[src/rtl/axi_config_rd_pipe.sv]
// AXI4 read-only slave that turns AR bursts into single-beat register reads.
// Responses are buffered in a small FIFO; reads are issued only against free FIFO credits.
module axi_config_rd_pipe #(
  parameter int ADDR_WIDTH    = 32,
  parameter int DATA_WIDTH    = 32,
  parameter int STRB_WIDTH    = DATA_WIDTH / 8,
  parameter int ID_WIDTH      = 8,
  parameter int ARUSER_ENABLE = 0,
  parameter int ARUSER_WIDTH  = 1,
  parameter int RUSER_ENABLE  = 0,
  parameter int RUSER_WIDTH   = 1,
  parameter int FIFO_DEPTH    = 4
) (
  input  logic                    clk,
  input  logic                    rst,
  input  logic [ID_WIDTH-1:0]     s_axi_arid,
  input  logic [ADDR_WIDTH-1:0]   s_axi_araddr,
  input  logic [7:0]              s_axi_arlen,
  input  logic [2:0]              s_axi_arsize,
  input  logic [1:0]              s_axi_arburst,
  input  logic                    s_axi_arlock,
  input  logic [3:0]              s_axi_arcache,
  input  logic [2:0]              s_axi_arprot,
  input  logic [3:0]              s_axi_arqos,
  input  logic [3:0]              s_axi_arregion,
  input  logic [ARUSER_WIDTH-1:0] s_axi_aruser,
  input  logic                    s_axi_arvalid,
  output logic                    s_axi_arready,
  output logic [ID_WIDTH-1:0]     s_axi_rid,
  output logic [DATA_WIDTH-1:0]   s_axi_rdata,
  output logic [1:0]              s_axi_rresp,
  output logic                    s_axi_rlast,
  output logic [RUSER_WIDTH-1:0]  s_axi_ruser,
  output logic                    s_axi_rvalid,
  input  logic                    s_axi_rready,
  output logic                    rd,
  output logic [ADDR_WIDTH-1:0]   raddr,
  input  logic [DATA_WIDTH-1:0]   rdata,
  input  logic                    rerr,
  input  logic                    rvalid
);
  localparam int SIZE_MAX = $clog2(STRB_WIDTH);
  localparam int PTR_W    = $clog2(FIFO_DEPTH);
  localparam int CNT_W    = PTR_W + 1;

  typedef enum logic {IDLE = 1'b0, BURST = 1'b1} state_t;

  state_t                  state_q;
  logic                    arready_q;
  logic [ID_WIDTH-1:0]     id_q;
  logic [ADDR_WIDTH-1:0]   addr_q, addr_d;
  logic [ADDR_WIDTH-1:0]   step_q, wrap_mask_q;
  logic                    fixed_q;
  logic [8:0]              beats_q, issued_q, received_q, delivered_q;
  logic [CNT_W-1:0]        count_q;
  logic [PTR_W-1:0]        wptr_q, rptr_q;
  logic [DATA_WIDTH:0]     mem [FIFO_DEPTH];

  logic                    ar_hs, push, pop, fifo_nempty, credit_ok, head_last;
  logic [8:0]              outstanding, beats_ar;
  logic [2:0]              size_ar;
  logic                    wrap_ok;
  logic [DATA_WIDTH:0]     head;

  assign ar_hs       = arready_q && s_axi_arvalid;
  assign fifo_nempty = (count_q != '0);
  assign outstanding = issued_q - received_q;
  assign credit_ok   = (10'(outstanding) + 10'(count_q)) < 10'(FIFO_DEPTH);
  assign rd          = (state_q == BURST) && (issued_q < beats_q) && credit_ok;
  assign raddr       = addr_q;
  assign push        = rvalid && (state_q == BURST);
  assign pop         = fifo_nempty && s_axi_rready;
  assign head        = mem[rptr_q];
  assign head_last   = (delivered_q == beats_q - 9'd1);

  assign beats_ar = {1'b0, s_axi_arlen} + 9'd1;
  assign size_ar  = (s_axi_arsize > 3'(SIZE_MAX)) ? 3'(SIZE_MAX) : s_axi_arsize;
  assign wrap_ok  = (s_axi_arburst == 2'b10) &&
                    (s_axi_arlen == 8'd1 || s_axi_arlen == 8'd3 ||
                     s_axi_arlen == 8'd7 || s_axi_arlen == 8'd15);

  // A mask of all ones makes the wrap formula collapse to a plain increment.
  assign addr_d = fixed_q ? addr_q
                : ((addr_q & ~wrap_mask_q) | ((addr_q + step_q) & wrap_mask_q));

  assign s_axi_arready = arready_q;
  assign s_axi_rvalid  = fifo_nempty;
  assign s_axi_rid     = id_q;
  assign s_axi_rdata   = fifo_nempty ? head[DATA_WIDTH-1:0] : '0;
  assign s_axi_rresp   = (fifo_nempty && head[DATA_WIDTH]) ? 2'b10 : 2'b00;
  assign s_axi_rlast   = fifo_nempty && head_last;
  assign s_axi_ruser   = '0;

  always_ff @(posedge clk) begin
    if (push) mem[wptr_q] <= {rerr, rdata};
  end

  always_ff @(posedge clk) begin
    if (rst) begin
      state_q     <= IDLE;
      arready_q   <= 1'b0;
      id_q        <= '0;
      addr_q      <= '0;
      step_q      <= '0;
      wrap_mask_q <= '0;
      fixed_q     <= 1'b0;
      beats_q     <= '0;
      issued_q    <= '0;
      received_q  <= '0;
      delivered_q <= '0;
      count_q     <= '0;
      wptr_q      <= '0;
      rptr_q      <= '0;
    end else begin
      if (rd) begin
        issued_q <= issued_q + 9'd1;
        addr_q   <= addr_d;
      end
      if (push) begin
        received_q <= received_q + 9'd1;
        wptr_q     <= wptr_q + PTR_W'(1);
      end
      if (pop) begin
        delivered_q <= delivered_q + 9'd1;
        rptr_q      <= rptr_q + PTR_W'(1);
      end
      case ({push, pop})
        2'b10:   count_q <= count_q + CNT_W'(1);
        2'b01:   count_q <= count_q - CNT_W'(1);
        default: ;
      endcase

      case (state_q)
        IDLE: begin
          arready_q <= 1'b1;
          if (ar_hs) begin
            arready_q   <= 1'b0;
            state_q     <= BURST;
            id_q        <= s_axi_arid;
            addr_q      <= s_axi_araddr;
            beats_q     <= beats_ar;
            step_q      <= ADDR_WIDTH'(1) << size_ar;
            fixed_q     <= (s_axi_arburst == 2'b00);
            wrap_mask_q <= wrap_ok ? ((ADDR_WIDTH'(beats_ar) << size_ar) - ADDR_WIDTH'(1)) : '1;
            issued_q    <= '0;
            received_q  <= '0;
            delivered_q <= '0;
          end
        end
        BURST: begin
          if (pop && head_last) begin
            state_q   <= IDLE;
            arready_q <= 1'b1;
          end
        end
        default: state_q <= IDLE;
      endcase
    end
  end

  logic unused_ok;
  assign unused_ok = ^{s_axi_arlock, s_axi_arcache, s_axi_arprot, s_axi_arqos,
                       s_axi_arregion, s_axi_aruser};
endmodule

[config.mk]
export PLATFORM = sky130hd
export DESIGN_NAME = axi_config_rd_pipe
export DESIGN_NICKNAME = d
export VERILOG_FILES = /design/src/rtl/axi_config_rd_pipe.sv
export SDC_FILE = /design/constraint.sdc
export NUM_CORES = 1
export LEC_CHECK = 0
export ABC_CLOCK_PERIOD_IN_PS = 9600
export CAP_MARGIN = 30
export CORE_UTILIZATION = 40
export DETAILED_ROUTE_END_ITERATION = 8
export GPL_TIMING_DRIVEN = 0
export PLACE_DENSITY = 0.7
export SETUP_SLACK_MARGIN = 0.02
export SYNTH_ARGS = -nofsm -noshare
export SYNTH_HDL_FRONTEND = slang
export SYNTH_SLANG_ARGS = --single-unit
[constraint.sdc]
create_clock -name clk -period 9.6 [get_ports clk]
set_input_delay 0.96 -clock clk [delete_from_list [all_inputs] [get_ports clk]]
set_output_delay 0.96 -clock clk [all_outputs]
set_load 0.05 [all_outputs]
# Word-level counts from Yosys, hierarchy flattened
# Memories as Yosys holds them, arrays and structs flattened. A register that Yosys moved wholly into a read port is not among the register bits.
# Index checks and enable logic that the tools add are counted.
dict set report word_totals {
  reg_bits 150
  ram_bits 132
  input_bits 108
  elab_cells 91
  n_memories 1
}
dict set report classes {
  addsub 13
  n_lt_le_gt_ge 3
  eq_ne 9
  shifts 2
  mux 28
  bitwise_logic 5
  n_reduce_logical 16
}
# memory depth width read_ports rd_ports_with_merged_regs write_ports line
set memory_table {}
lappend memory_table {mem 4 33 1 1 1 57} ;# logic [DATA_WIDTH:0] mem [FIFO_DEPTH];
# cell n
set ops {}
lappend ops {{$mux 32} 6}
lappend ops {{$mux 9} 9}
lappend ops {{$and 32x32->32} 2}
lappend ops {{$add 32x32->32} 1}
lappend ops {{$not 32->32} 1}
lappend ops {{$or 32x32->32} 1}
lappend ops {{$shl 1x3->32 const A} 1}
lappend ops {{$shl 9x3->32} 1}
lappend ops {{$sub 32x1->32 const B} 1}
lappend ops {{$add 9x1->9 const B} 3}
lappend ops {{$add 9x3->10} 1}
lappend ops {{$lt 10x3->1 const B} 1}
lappend ops {{$add 8x1->9 const B} 1}
lappend ops {{$eq 9x9->1} 1}
lappend ops {{$logic_and 1x1->1} 9}
lappend ops {{$lt 9x9->1} 1}
lappend ops {{$sub 9x1->9 const B} 1}
lappend ops {{$sub 9x9->9} 1}
lappend ops {{$eq 8x1->1 const B} 1}
lappend ops {{$eq 8x2->1 const B} 1}
lappend ops {{$eq 8x3->1 const B} 1}
lappend ops {{$eq 8x4->1 const B} 1}
lappend ops {{$mux 1} 6}
lappend ops {{$mux 2} 3}
lappend ops {{other kinds (16)} 21}

# Depth between registers and ports, before layout
dict set report depth {
  ltp_word 7
  depth_mapped 15
}

# Worst setup path before layout
# No wires, ideal clock.
dict set report synth_path {
  kind {reg2out}
  startpoint {reg issued_q[0]}
  endpoint {out rd}
  arrival_time_ns 3.213
  t_required_ns 8.640
  setup_slack_ns 5.427
  stages_incl_launch_ff 13
  cell_sequence {dfxtp_1 inv_1 ha_1 fa_1 xnor2_1 ha_1 nor4b_1 o211ai_1 nor4b_1 nand4_1 nor4_4 nand2_1 inv_1}
}
dict set report synth_between {
  elab_chain_len 4
  elab_cells_between_ends 6
}
# element line
set synth_rtl {}
lappend synth_rtl {{start, declared} 54} ;# logic [8:0] beats_q, issued_q, received_q, delivered_q;
lappend synth_rtl {{start signal, assigned} 116} ;# issued_q <= issued_q + 9'd1;
lappend synth_rtl {{$sub 9x9->9} 67} ;# assign outstanding = issued_q - received_q;
lappend synth_rtl {{$add 9x3->10} 68} ;# assign credit_ok = (10'(outstanding) + 10'(count_q)) < 10'(FIFO_DEPTH);
lappend synth_rtl {{$lt 10x3->1} 68}
lappend synth_rtl {{$logic_and 1x1->1 *} 69} ;# assign rd = (state_q == BURST) && (issued_q < beats_q) && credit_ok;
lappend synth_rtl {{end, declared} 36} ;# output logic rd,
# Mark *: on every way between the ends. The rest lies on a longest branch, timed or not.

# Worst setup path in the final report
# Ends and elaborated chain as after synthesis.

==> impl_results.md <==
- Gp weighted congestion: 0.896
- Fillers: 2606
- Post-synth top area cell: edfxtp_1
- Startpoint types: flip-flop
- Total CTS buffers: 27
- Wire per inst: 17.2 microns
- Fin. Hold Viols: 0
- Mapped Area: 12200 sq um
- Total grt overflow: 0
- Final instance area: roughly 15000 sq um
- Clock skew: 0.0123 ns
- Die X: 176 microns
- Nets: roughly 1500
- CTS tree: built
- Core ar.: 29800 sq um
- Worst-case reg-to-reg path depth: 13
- Slew margin rel.: 34.9%
- Die height: approximately 180 microns
- First-pass GRT wire length: between 40000 and 50000 microns
- Worst reg2reg setup slack: 5.04 ns
- Pwr/cell area: 191 nW/um^2
- Post-synth ARST share: 0%
- Hold Path Depth: 2
- Static Leak: 5.33 nW
- Via density per instance: between 5 and 6
- DR vias: 9027
- Reg2reg end: raddr[23]$_SDFF_PP0_
- Reg-to-reg critical path startpoint: issued_q[0]$_SDFF_PP0_
- DR iter-0 viols: ~580
- Top Usage Layer GRT: met2
- Arrival time worst endpoint: 4.89 ns
- Top area cells in the synthesized netlist: edfxtp_1 (33%), dfxtp_1 (21%), mux4_2 (6.1%), ha_1 (4.0%), nor2_1 (3.6%)
- CTS clock-pin slew for the worst setup and hold paths: 0.06 ns
- Vias in the first global route: 9002
- Ratio of final minimum period to clock period: approximately three fifths
- Peak supply drop: 134 uV
- Std cell rows: 63
- Initial antenna violation count: 2
- Tot GR Track Use: between 15 and 20%
- Status: finished, final reports clean
- Clock Path Buffers: 3
- Synth warnings: 0
- Cts hold-fix bufs: 0
- Setup TNS: 0 ns
- Met2 usage: 32.6%
- Top FF cell, synth: edfxtp_1
- MaxCap Viol Count: 0
- Die ar.: 31100 sq um
- Total Power Consumption: 2.93 mW
- Hold WC Path Type: reg -> reg
- Post-Layout Cell Count: 1712
- Placement Setup Slack: ~4.3 ns
- Fmax: roughly 0.17 GHz
- Port Buffers: approximately 170
- Post-CTS setup buffers: 0
- Post-synth EDFFs: 132
- Final setup violation count: 0
- Slew @ Worst Pin: 0.968 ns
- CTS HTree Levels: 1
- Post-synth top cells: edfxtp_1 (132), dfxtp_1 (127), nor2_1 (117), nand2_1 (88), inv_1 (45)
- Worst hold endpoint: s_axi_rid[1]$_SDFFE_PP0P_
- Yosys top cell area share: 32.6%
- Largest net degree at the start of global routing: 34
- Worst-Skew Late Latency: 0.55 ns
- Final min period: 5.85 ns
- DRC: 0
- Max-slew violations: 0
- Cells after Synth: 1104
- Clock root cell: clkbuf_16
- Crit-path max FO: 8
- Clock sink total: about 260
- Final antenna-violating net count: 0
- M1 GR Usage: 25.0%
- Cells after DPL: 1661
- Synthesis-to-finish area growth: 25.9%
- RSZ-0062 raised after global routing: no
- Pre-antenna DRT Iters: 7
- Global routing usage on met3: 3.40%
- Critical path required time: 8.64 ns
- WHS: 0.456 ns
- Synth unique cells: 67
- Initial Utilization: 40.9%
- DP HPWL: 21100 microns
- CTS resizes: 0
- CP Class: reg -> out
- Count leader, synth: edfxtp_1
- Routed WL: ~30000 microns
- Sequential cell area fraction in the yosys report: around 53%
- Layout cells sized above 1: 7.57%
- Setup ws final: 3.75 ns
- Seq cells post-synth: approximately 260
- Number of I/O pins: about 190
- Hold path start: s_axi_rid[1]$_SDFFE_PP0P_
- Final Core Density: 51.5%
- Endpoint type of the worst setup path: output port
- Placed cell areas: 14300 sq um
- Mean area per synthesized cell: approximately 11 sq um
## critical path: stages (launching register included)
cell and delay [ns]:
dfxtp_1 0.45, inv_1 0.11, ha_1 0.26, fa_1 0.45, xnor2_1 0.22, ha_1 0.26
nor4b_1 0.33, o211ai_1 0.19, nor4b_1 0.32, nand4_1 0.20, nor4_4 0.41, nand2_1 0.20
inv_1 0.13, clkdlybuf4s50_1 0.81
## cell usage in the layout (no fill, tap or decap), types with 7 or more instances in the layout
cell type        Yosys  final
clkdlybuf4s50_1      0    166
edfxtp_1           132    132
dfxtp_1            127    127
nor2_1             117    117
nand2_1             88     88
clkbuf_1            40     45
inv_1               45     45
xnor2_1             42     42
and2_1              41     41
a21oi_1             40     40
o21ai_0             39     39
ha_1                39     39
nor3_1              34     34
mux4_2              33     33
nand3_1             30     30
clkbuf_16            0     28
a211oi_1            26     26
xor2_1              23     23
nand4_1             19     19
mux2i_1             15     15
nor4_1              12     12
or3_1               11     11
nor3b_1             11     11
nand2b_1             8      8
a21o_1               8      8
buf_1                8      8
and3_1              11      7
## flip-flops by register name, summed over array words and instances (netlist names), named ones only
register       cells
delivered_q        9
issued_q           9
s_axi_arready      1
step_q             8
state_q            1
mem              132
received_q         9
count_q            3
raddr             32
beats_q            9
wptr_q             2
fixed_q            1
wrap_mask_q       31
s_axi_rid          8
rptr_q             2
## layout make-up
class	count	area, sq um	area share (%)
inverter	46	173	1.13
clock inverter	11	194	1.26
buffer	54	221	1.44
tap	390	488	3.18
sequential	259	6510	42.4
multi-input combinational	746	5280	34.5
timing repair buffer	166	1660	10.8
clock buffer	39	802	5.23
antenna	1	2.50	0.0163
## how the worst max path moves through the flow
stage                                start  slack, ns  endpoint  depth (start not counted)
global route        issued_q[0]$_SDFF_PP0_       3.41        rd                         13
CTS                 issued_q[0]$_SDFF_PP0_       3.73        rd                         13
finish              issued_q[0]$_SDFF_PP0_       3.75        rd                         13
global placement    issued_q[0]$_SDFF_PP0_       4.29        rd                         13
detailed placement  issued_q[0]$_SDFF_PP0_       4.34        rd                         13
floorplan           issued_q[0]$_SDFF_PP0_       5.43        rd                         12
## power by group
group	switching (mW)	leakage, nW	internal [mW]
logic	0.335	2.61	0.213
clock network	0.433	0.492	0.716
registers	0.0368	2.23	1.20
total	0.805	5.33	2.13
## routing by layer
metal  wire (microns)  share of wire, %
met3             2010               6.8
met4              716               2.4
met2            13800                47
met1            13000                44
met5               13             0.044
## logic make-up (layout without fill, tap and decap cells)
family	Yosys count	after routing	share of synthesized area, %
compound gates	165	165	8.75
xor+xnor	65	65	4.68
fa+ha+maj	42	42	4.50
buf+inv	100	316	3.24
flops	259	259	53.4
mux	48	48	7.34
other cells	2	4	0.0617
simple gates	423	423	18.0
No activity file was read; power rests on OpenSTA's default activity.
